--- src/rtl/qmath_pkg.sv ---
// Shared constants and FSM encoding for the sign-magnitude fixed-point arithmetic blocks.
// Both the multiplier and the divider take their defaults from here.
package qmath_pkg;

  localparam int WIDTH    = 31;
  localparam int FBITS    = 16;
  localparam int SIGN_BIT = 31;

  localparam logic [WIDTH:0]   Q_ONE   = (WIDTH+1)'(1) << FBITS;
  localparam logic [WIDTH-1:0] MAG_MAX = '1;

  typedef enum logic {
    IDLE = 1'b0,
    CALC = 1'b1
  } qstate_e;

endpackage

--- src/rtl/qsat_round.sv ---
// Finalisation stage: takes a full-width product magnitude and a sign, then drops the
// fraction bits, saturates and fixes the sign of zero. QMULT_ROUND_EN selects round-half-up.
module qsat_round #(
  parameter int WIDTH = 31,
  parameter int FBITS = 16
) (
  input  logic [2*WIDTH-1:0] acc,
  input  logic               sign,
  output logic [WIDTH:0]     product,
  output logic               ovf
);

  localparam logic [2*WIDTH:0] MAG_LIMIT = {{(WIDTH+1){1'b0}}, {WIDTH{1'b1}}};

  // One spare bit so that a rounding carry can still trip the overflow check.
  logic [2*WIDTH:0] rounded;
  logic [2*WIDTH:0] shifted;
  logic [WIDTH-1:0] mag;

`ifdef QMULT_ROUND_EN
  assign rounded = {1'b0, acc} + ((2*WIDTH+1)'(1) << (FBITS-1));
`else
  assign rounded = {1'b0, acc};
`endif

  assign shifted = rounded >> FBITS;

  always_comb begin
    if (shifted > MAG_LIMIT) begin
      mag = '1;
      ovf = 1'b1;
    end else begin
      mag = WIDTH'(shifted);
      ovf = 1'b0;
    end
  end

  assign product = {sign & (|mag), mag};

endmodule

--- src/rtl/qmult_seq.sv ---
// Sequential shift-and-add sign-magnitude multiplier, one multiplier bit per clock.
// Rounding of the dropped fraction bits is enabled by defining QMULT_ROUND_EN.
module qmult_seq #(
  parameter int WIDTH = qmath_pkg::WIDTH,
  parameter int FBITS = qmath_pkg::FBITS
) (
  input  logic           clk,
  input  logic           rst,
  input  logic           start,
  input  logic [WIDTH:0] multiplicand,
  input  logic [WIDTH:0] multiplier,
  output logic [WIDTH:0] product,
  output logic           valid,
  output logic           busy,
  output logic           ovf
);

  localparam int            CW       = $clog2(WIDTH);
  localparam logic [CW-1:0] CNT_LAST = CW'(WIDTH-1);

  qmath_pkg::qstate_e state_q, state_d;

  logic [WIDTH-1:0]   a_mag_q, a_mag_d;
  logic [WIDTH-1:0]   b_sh_q, b_sh_d;
  logic               sign_q, sign_d;
  logic [2*WIDTH-1:0] acc_q, acc_d;
  logic [CW-1:0]      cnt_q, cnt_d;
  logic [WIDTH:0]     product_q, product_d;
  logic               ovf_q, ovf_d;
  logic               valid_q, valid_d;

  logic [2*WIDTH-1:0] addend;
  logic [WIDTH:0]     fin_product;
  logic               fin_ovf;

  assign addend = {{WIDTH{1'b0}}, a_mag_q} << cnt_q;

  // Finalisation looks at acc_d so the last partial product lands in the same edge.
  qsat_round #(
    .WIDTH (WIDTH),
    .FBITS (FBITS)
  ) u_fin (
    .acc     (acc_d),
    .sign    (sign_q),
    .product (fin_product),
    .ovf     (fin_ovf)
  );

  always_comb begin
    state_d   = state_q;
    a_mag_d   = a_mag_q;
    b_sh_d    = b_sh_q;
    sign_d    = sign_q;
    acc_d     = acc_q;
    cnt_d     = cnt_q;
    product_d = product_q;
    ovf_d     = ovf_q;
    valid_d   = 1'b0;

    case (state_q)
      qmath_pkg::IDLE: begin
        if (start) begin
          a_mag_d = multiplicand[WIDTH-1:0];
          b_sh_d  = multiplier[WIDTH-1:0];
          sign_d  = multiplicand[WIDTH] ^ multiplier[WIDTH];
          acc_d   = '0;
          cnt_d   = '0;
          state_d = qmath_pkg::CALC;
        end
      end
      qmath_pkg::CALC: begin
        if (b_sh_q[0]) begin
          acc_d = acc_q + addend;
        end
        b_sh_d = b_sh_q >> 1;
        cnt_d  = cnt_q + 1'b1;
        if (cnt_q == CNT_LAST) begin
          product_d = fin_product;
          ovf_d     = fin_ovf;
          valid_d   = 1'b1;
          state_d   = qmath_pkg::IDLE;
        end
      end
      default: state_d = qmath_pkg::IDLE;
    endcase
  end

  always_ff @(posedge clk or posedge rst) begin
    if (rst) begin
      state_q   <= qmath_pkg::IDLE;
      a_mag_q   <= '0;
      b_sh_q    <= '0;
      sign_q    <= 1'b0;
      acc_q     <= '0;
      cnt_q     <= '0;
      product_q <= '0;
      ovf_q     <= 1'b0;
      valid_q   <= 1'b0;
    end else begin
      state_q   <= state_d;
      a_mag_q   <= a_mag_d;
      b_sh_q    <= b_sh_d;
      sign_q    <= sign_d;
      acc_q     <= acc_d;
      cnt_q     <= cnt_d;
      product_q <= product_d;
      ovf_q     <= ovf_d;
      valid_q   <= valid_d;
    end
  end

  assign product = product_q;
  assign ovf     = ovf_q;
  assign valid   = valid_q;
  assign busy    = (state_q == qmath_pkg::CALC);

endmodule

--- config.mk ---
export PLATFORM = sky130hd
export DESIGN_NAME = qmult_seq
export DESIGN_NICKNAME = d
export VERILOG_FILES = /design/src/rtl/qmath_pkg.sv /design/src/rtl/qsat_round.sv /design/src/rtl/qmult_seq.sv
export SDC_FILE = /design/constraint.sdc
export NUM_CORES = 1
export LEC_CHECK = 0
export ABC_AREA = 1
export ABC_CLOCK_PERIOD_IN_PS = 5480
export CAP_MARGIN = 20
export CORE_MARGIN = 5
export CORE_UTILIZATION = 45
export CTS_CLUSTER_DIAMETER = 200
export DETAILED_ROUTE_END_ITERATION = 8
export MAX_ROUTING_LAYER = met4
export PLACE_DENSITY = 0.67
export SLEW_MARGIN = 20
export SYNTH_ARGS = -nofsm -noshare
export SYNTH_HDL_FRONTEND = slang
export SYNTH_HIERARCHICAL = 1
export SYNTH_SLANG_ARGS = --single-unit
--- constraint.sdc ---
create_clock -name clk -period 5.48 [get_ports clk]
set_input_delay 0.548 -clock clk [delete_from_list [all_inputs] [get_ports clk]]
set_output_delay 0.548 -clock clk [all_outputs]
set_load 0.05 [all_outputs]
==> flow_summary.toml <==
[setup_path]
start_kind = "register"
crit_required_ns = 5.81
crit_slowest_cell = "dfrtp_2"
crit_arrival_ns = 5.34
crit_type = "register to register"
critPathMaxStageDelay_ns = 0.49
crit_path_end_kind = "register"
crit_top_cell = "nand2_1"
cp_max_fo = 31

[sta]
fin_crit_sh_pct = 91.5
finalMaxSlewViolations = 0
tightest_slew_ns = 1.07
rsz0062_at_grt = "false"
finClkSkew_ns = 0.0229
tns_ns = 0
timing.fmax_ghz = 0.199
hold_viol = 0
finalCriticalPeriod_ns = 5.02
slew-limit-headroom_pct = 28.4
setup_violations = 0

[placed_design]
routabilityCongestion = 1.05
numPortBuffers = 101
dp_hpwl_mm = 44.5

[synth]
synthArstFlopShare_pct = 100
synth_ff_type = "dfrtp_1"
yosys.area.top_type = "dfrtp_1"
synth_edf_count = 0
synth_warnings = 6
synth_cells = 2520
syn_area_per_cell_um2 = 5.87
yosys-top-cells-count = "1060 x nand2_1, 338 x inv_1, 262 x nor2_1, 165 x dfrtp_1, 115 x nand3_1"
synth_top_area_share_pct = 27.9
ys_seq_area_share_pct = 27.9
syn_area_um2 = 14800
synthDistinctLibCells = 43
synth_nets = 2651
synth_seq_cells = 165
synthMostInstantiatedCell = "nand2_1"
netlist_top_cells_area = "dfrtp_1 28%, nand2_1 27%, inv_1 8.6%"

[worst_hold_path]
hold_class = "register to register"

[detailed_routing]
ant_nets = 0
wl_per_cell_um = 18.3
routed_wl_mm = 55.5
drt_iter0_drc = 1468
drc = 0
vias_per_cell = 5.19
vias = 15764
drt_pass1_iterations = 6

[global_routing]
grt_pass1_wl_mm = 86.3
track_usage_pct = 31.5
grt_pass1_vias = 15024
globalRouteOverflowTotal = 0
antenna_found_initial = 0
grt_max_degree = 87

[floorplan]
ios = 102
fp.dieH_um = 191
row_count = 66
coreArea_um2 = 32500
die_area_um2 = 36600
die_width_um = 191
initial_utilization_pct = 45.5

[cts]
cts_made_buffers = 17
clkLatencyLatePin_ns = 0.46
htree_levels = 4
cts_root_buf = "clkbuf_16"
path_clk_slew_ns = 0.07
postCtsSetupBuffers = 0
cts_buffer_depth = 2
cts_tree = "done"
cts.sinks = 165

[final_layout]
multiInputGateArea_um2 = 8980
fillCellCount = 3491
antennaDiodeCount = 0
fin_nets = 2716
seq_area_um2 = 4130
syn_to_final_growth_pct = 13.8
drive_gt1_share_pct = 5.31

[status]
status = "completed"

[job]
drv_cap = 0
registers in the layout, summed over array words and instances (netlist names):
name and count:
b_sh_q 31, cnt_q 5, valid 1, product 32, ovf 1, sign_q 1
busy 1, a_mag_q 31, acc_q 62
through the flow:
stage	hold slack, ns	instance area (µm²)	worst slack (ns)	util (%)	instances
3_5_place_dp	0.465	16300	0.419	50.0	3008
4_1_cts	0.485	16800	0.392	51.7	3040
3_3_place_gp	0.462	16300	0.464	50.0	3008
5_1_grt	0.500	16800	0.0000226	51.7	3040
6_report	0.482	16800	0.465	51.7	3040
2_1_floorplan	0.450	14800	0.470	-	2520
per-layer routing:
| layer | share of wire [%] | vias up | global-route usage [%] |
|---|---|---|---|
| met2 | 42 | 567 | 45.6 |
| met4 | 2.6 | 0 | 8.15 |
| met1 | 47 | 7221 | 44.6 |
| met3 | 8.4 | 69 | 7.18 |
| met5 | 0 | - | - |
| li1 | - | 7907 | - |
logic make-up (layout without fill, tap and decap cells):
family | after synthesis | after routing | synth area share [%]
AO/OA/AOI/OAI | 265 | 265 | 10.1
XOR/XNOR | 29 | 29 | 1.72
adder cells (fa/ha/maj) | 64 | 64 | 5.46
buffers and inverters | 437 | 515 | 11.5
flip-flops | 165 | 165 | 27.9
multiplexers | 11 | 11 | 0.744
AND/OR/NAND/NOR | 1549 | 1549 | 42.6
worst max-delay path: cells and delay by family, from the launching register on:
| kind | cells | cell delay, ns |
|---|---|---|
| muxes | 1 | 0.18 |
| AOI/OAI and AO/OA | 3 | 0.63 |
| buffers and inverters | 3 | 0.51 |
| adders and majority gates | 1 | 0.46 |
| and+or+nand+nor | 21 | 2.62 |
| DFF | 1 | 0.49 |
worst paths after layout:
check	start	end	slack, ns	depth (start not counted)
min reg2reg	product[27]	product[27]	0.48	2
max	cnt_q[0]	product[2]	0.46	29
min in group asynchronous	rst	product[25]	0.66	2
min	product[27]	product[27]	0.48	2
max in group asynchronous	rst	b_sh_q[0]	3.61	3
max reg2reg	cnt_q[0]	product[2]	0.46	29
layout make-up:
| cell class | instances | share of cell area (%) |
|---|---|---|
| Tap cell | 442 | 3.28 |
| Clock buffer | 17 | 2.53 |
| Sequential cell | 165 | 24.5 |
| Clock inverter | 15 | 0.862 |
| Inverter | 351 | 7.85 |
| Timing Repair Buffer | 132 | 7.61 |
| Multi-Input combinational cell | 1918 | 53.3 |
what timing repair did:
action	CTS	global route
setup endpoints to repair	0	32
hold buffers	0	0
gates resized for setup	0	3
cells in the final DEF (no fill, tap or decap), drive strengths merged, types with 11 or more instances in the layout:
master and count:
nand2 1077, inv 353, nor2 279, dfrtp 165, o21ai 155, nand3 124, clkdlybuf4s50 101, ha 63
a21oi 51, or2 31, buf 31, xor2 22, nor3 21, clkbuf 17, nand4 15, o211ai 12
mux2i 11, a31oi 11
Power is not shown: default switching activity piles up to over one toggle a cycle in this logic, so the estimate is an artifact.
==> edit: new RTL, same flow settings <==
`WIDTH` is set to 31 in 2 places; all go to 23.
--- a/src/rtl/qmath_pkg.sv
+++ b/src/rtl/qmath_pkg.sv
@@ -2,7 +2,7 @@
 // Both the multiplier and the divider take their defaults from here.
 package qmath_pkg;
 
-  localparam int WIDTH    = 31;
+  localparam int WIDTH    = 23;
   localparam int FBITS    = 16;
   localparam int SIGN_BIT = 31;
 
--- a/src/rtl/qsat_round.sv
+++ b/src/rtl/qsat_round.sv
@@ -1,7 +1,7 @@
 // Finalisation stage: takes a full-width product magnitude and a sign, then drops the
 // fraction bits, saturates and fixes the sign of zero. QMULT_ROUND_EN selects round-half-up.
 module qsat_round #(
-  parameter int WIDTH = 31,
+  parameter int WIDTH = 23,
   parameter int FBITS = 16
 ) (
   input  logic [2*WIDTH-1:0] acc,
Ports: changed (resized multiplicand, multiplier and product); port bits go from 102 to 78. The function was not compared with the original's and may differ.
==> edit against the unedited design <==
Cell area decreased by 28%; count of clock-buffer cells in the layout unchanged; worst setup slack worse by 6.8 ps; global-route usage fell by 3.6 points; clock skew fell by 3.1 ps; sequential cell count down 40; area after synthesis fell by 29%; routed wire length shrank 36%; critical endpoint is now product[1]$_DFFE_PP0P_; highest routed layer unchanged.
Power is not shown: default switching activity piles up to over one toggle a cycle in this logic, so the estimate is an artifact.
==> edit: results (changes against the unedited design) <==
| Metric | Value |
|---|---|
| Pre-CTS setup slack | 400 ps (-18.3 ps) |
| Netlist cell types | 50 (+16%) |
| First-pass GRT wire length | 56200 µm (-35%) |
| Crit path largest cell delay | 470 ps (-20 ps) |
| Clock latency at the later pin of the worst-skew pair | 440 ps (-20 ps) |
| Final non-filler cell total | 2027 (-33%) |
| Fill cells | 2292 (-34%) |
| PortBufs | 77 (-24%) |
| Relative slew margins | 0.470 (+0.186) |
| Most frequent cells after synthesis | nand2_1, nor2_1, inv_1, dfrtp_1, nand3_1 |
| CTS clock-pin slew for the worst setup and hold paths | 70 ps (about the same) |
| Drt pass-1 iters | 6 (unchanged) |
| CTS buffer count | 17 (unchanged) |
| DPL Wire Length | 27500 µm (-38%) |
| Ant diodes | 0 (unchanged) |
| Outcome | completed |
| Largest net degree at the start of global routing | 58 (-33%) |
| Worst hold endpoint | b_sh_q[22]$_DFFE_PP0P_ |
| WP data arrival | 5340 ps (about the same) |
| Setup bufs post-CTS | 0 (unchanged) |
| Synth Area in Compound Gates | 0.117 (+0.0165) |
| Via count | 10718 (-32%) |
| Reg2Reg Setup Slack | ~460 ps |
| Total global-route track usage | 0.279 (-0.0358) |
| Max reg flops | 46 (-26%) |
| DRT iter0 DRCs | 935 (-36%) |
| XOR/XNOR share of the synthesized area | 0.0184 (+0.00123) |
| Largest family of logic cells by synthesized area | simple AND/OR/NAND/NOR gates |
| Worst path slowest cell | a31oi_1 |
| # nets final | 1800 (-34%) |
| WL final | 35400 µm (-36%) |
| Mux cell area share after synthesis | 0.0317 (+0.0242) |
| Root Driver | clkbuf_16 |
| Worst hold start | b_sh_q[22]$_DFFE_PP0P_ |
| Final Skew | 19.8 ps (-3.11 ps) |
| Hold depth | 2 (unchanged) |
| Share of layout cells above drive strength 1 | 0.0665 (+0.0134) |
| R2R cell count | 28 (-3.4%) |
| Reg2reg end | product[1]$_DFFE_PP0P_ |
| Placed cell area | 0.0115 mm² (-30%) |
| Adder-Cell Fraction of Synth Area | 0.0581 (+0.00342) |
| H-tree depth | 4 (unchanged) |
| Worst hold path class | register to register |
| Ys async rst share | 1.00 (unchanged) |
| CP Max Fanout | 29 (-6.5%) |
| CTS resizes | 0 (unchanged) |
| Syn avg cell area | 6.36 µm² (+8.4%) |
| Main area contributors after synthesis | dfrtp_1, nand2_1, nor2_1 |
| Mapped Nets | 1745 (-34%) |
| Seq/Total Area, Yosys | 0.299 (+0.0196) |
| RD Place Congestion | 1.02 (-2.6%) |
| Initial antenna violation count | 0 (unchanged) |
| Worst-case clock buffer depth | 2 (unchanged) |
| Vias in the first global route | 10075 (-33%) |
==> edit: area by class of cell <==
class / instances / share of cell area
Multi-Input combinational cell: 1285 / 0.527
Sequential cell: 125 / 0.260
Timing Repair Buffer: 99 / 0.0776
Inverter: 173 / 0.0541
Clock buffer: 17 / 0.0353
Tap cell: 313 / 0.0325
Clock inverter: 15 / 0.0142
==> edit: worst max-delay path: cells and delay by family (launching register included) <==
kind            cells  cell delay (ps)
fa+ha+maj           1              400
buf+inv             3              490
mux                 1              270
flops               1              390
compound gates      3              690
simple gates       20             2660
==> edit: metal layers <==
metal	vias to the layer above	routed length (µm)	global-route usage
met2	354	15400	0.422
met3	46	2350	0.0377
met1	4951	17100	0.403
met5	-	0	-
li1	5367	-	-
met4	0	579	0.0591
==> edit: worst max-delay path by stage <==
stage,endpoint,slack (ps),start
2_1_floorplan,a_mag_q[0]$_DFFE_PP0P_,1600,rst
3_3_place_gp,product[1]$_DFFE_PP0P_,370,cnt_q[0]$_DFFE_PP0P_
3_5_place_dp,product[1]$_DFFE_PP0P_,400,cnt_q[0]$_DFFE_PP0P_
4_1_cts,product[1]$_DFFE_PP0P_,380,cnt_q[0]$_DFFE_PP0P_
5_1_grt,product[1]$_DFFE_PP0P_,30,cnt_q[0]$_DFFE_PP0P_
6_report,product[1]$_DFFE_PP0P_,460,cnt_q[0]$_DFFE_PP0P_
==> edit: kinds of logic after synthesis <==
group / Yosys count
simple gates: 966
buf+inv: 236
compound gates: 219
flops: 125
fa+ha+maj: 48
mux: 30
xor+xnor: 22
==> edit: per-stage QoR <==
stage	util	hold slack (ps)
after floorplan	-	450
after global placement	0.503	469
after detailed placement	0.503	471
after CTS	0.529	490
after global routing	0.529	508
final	0.529	489
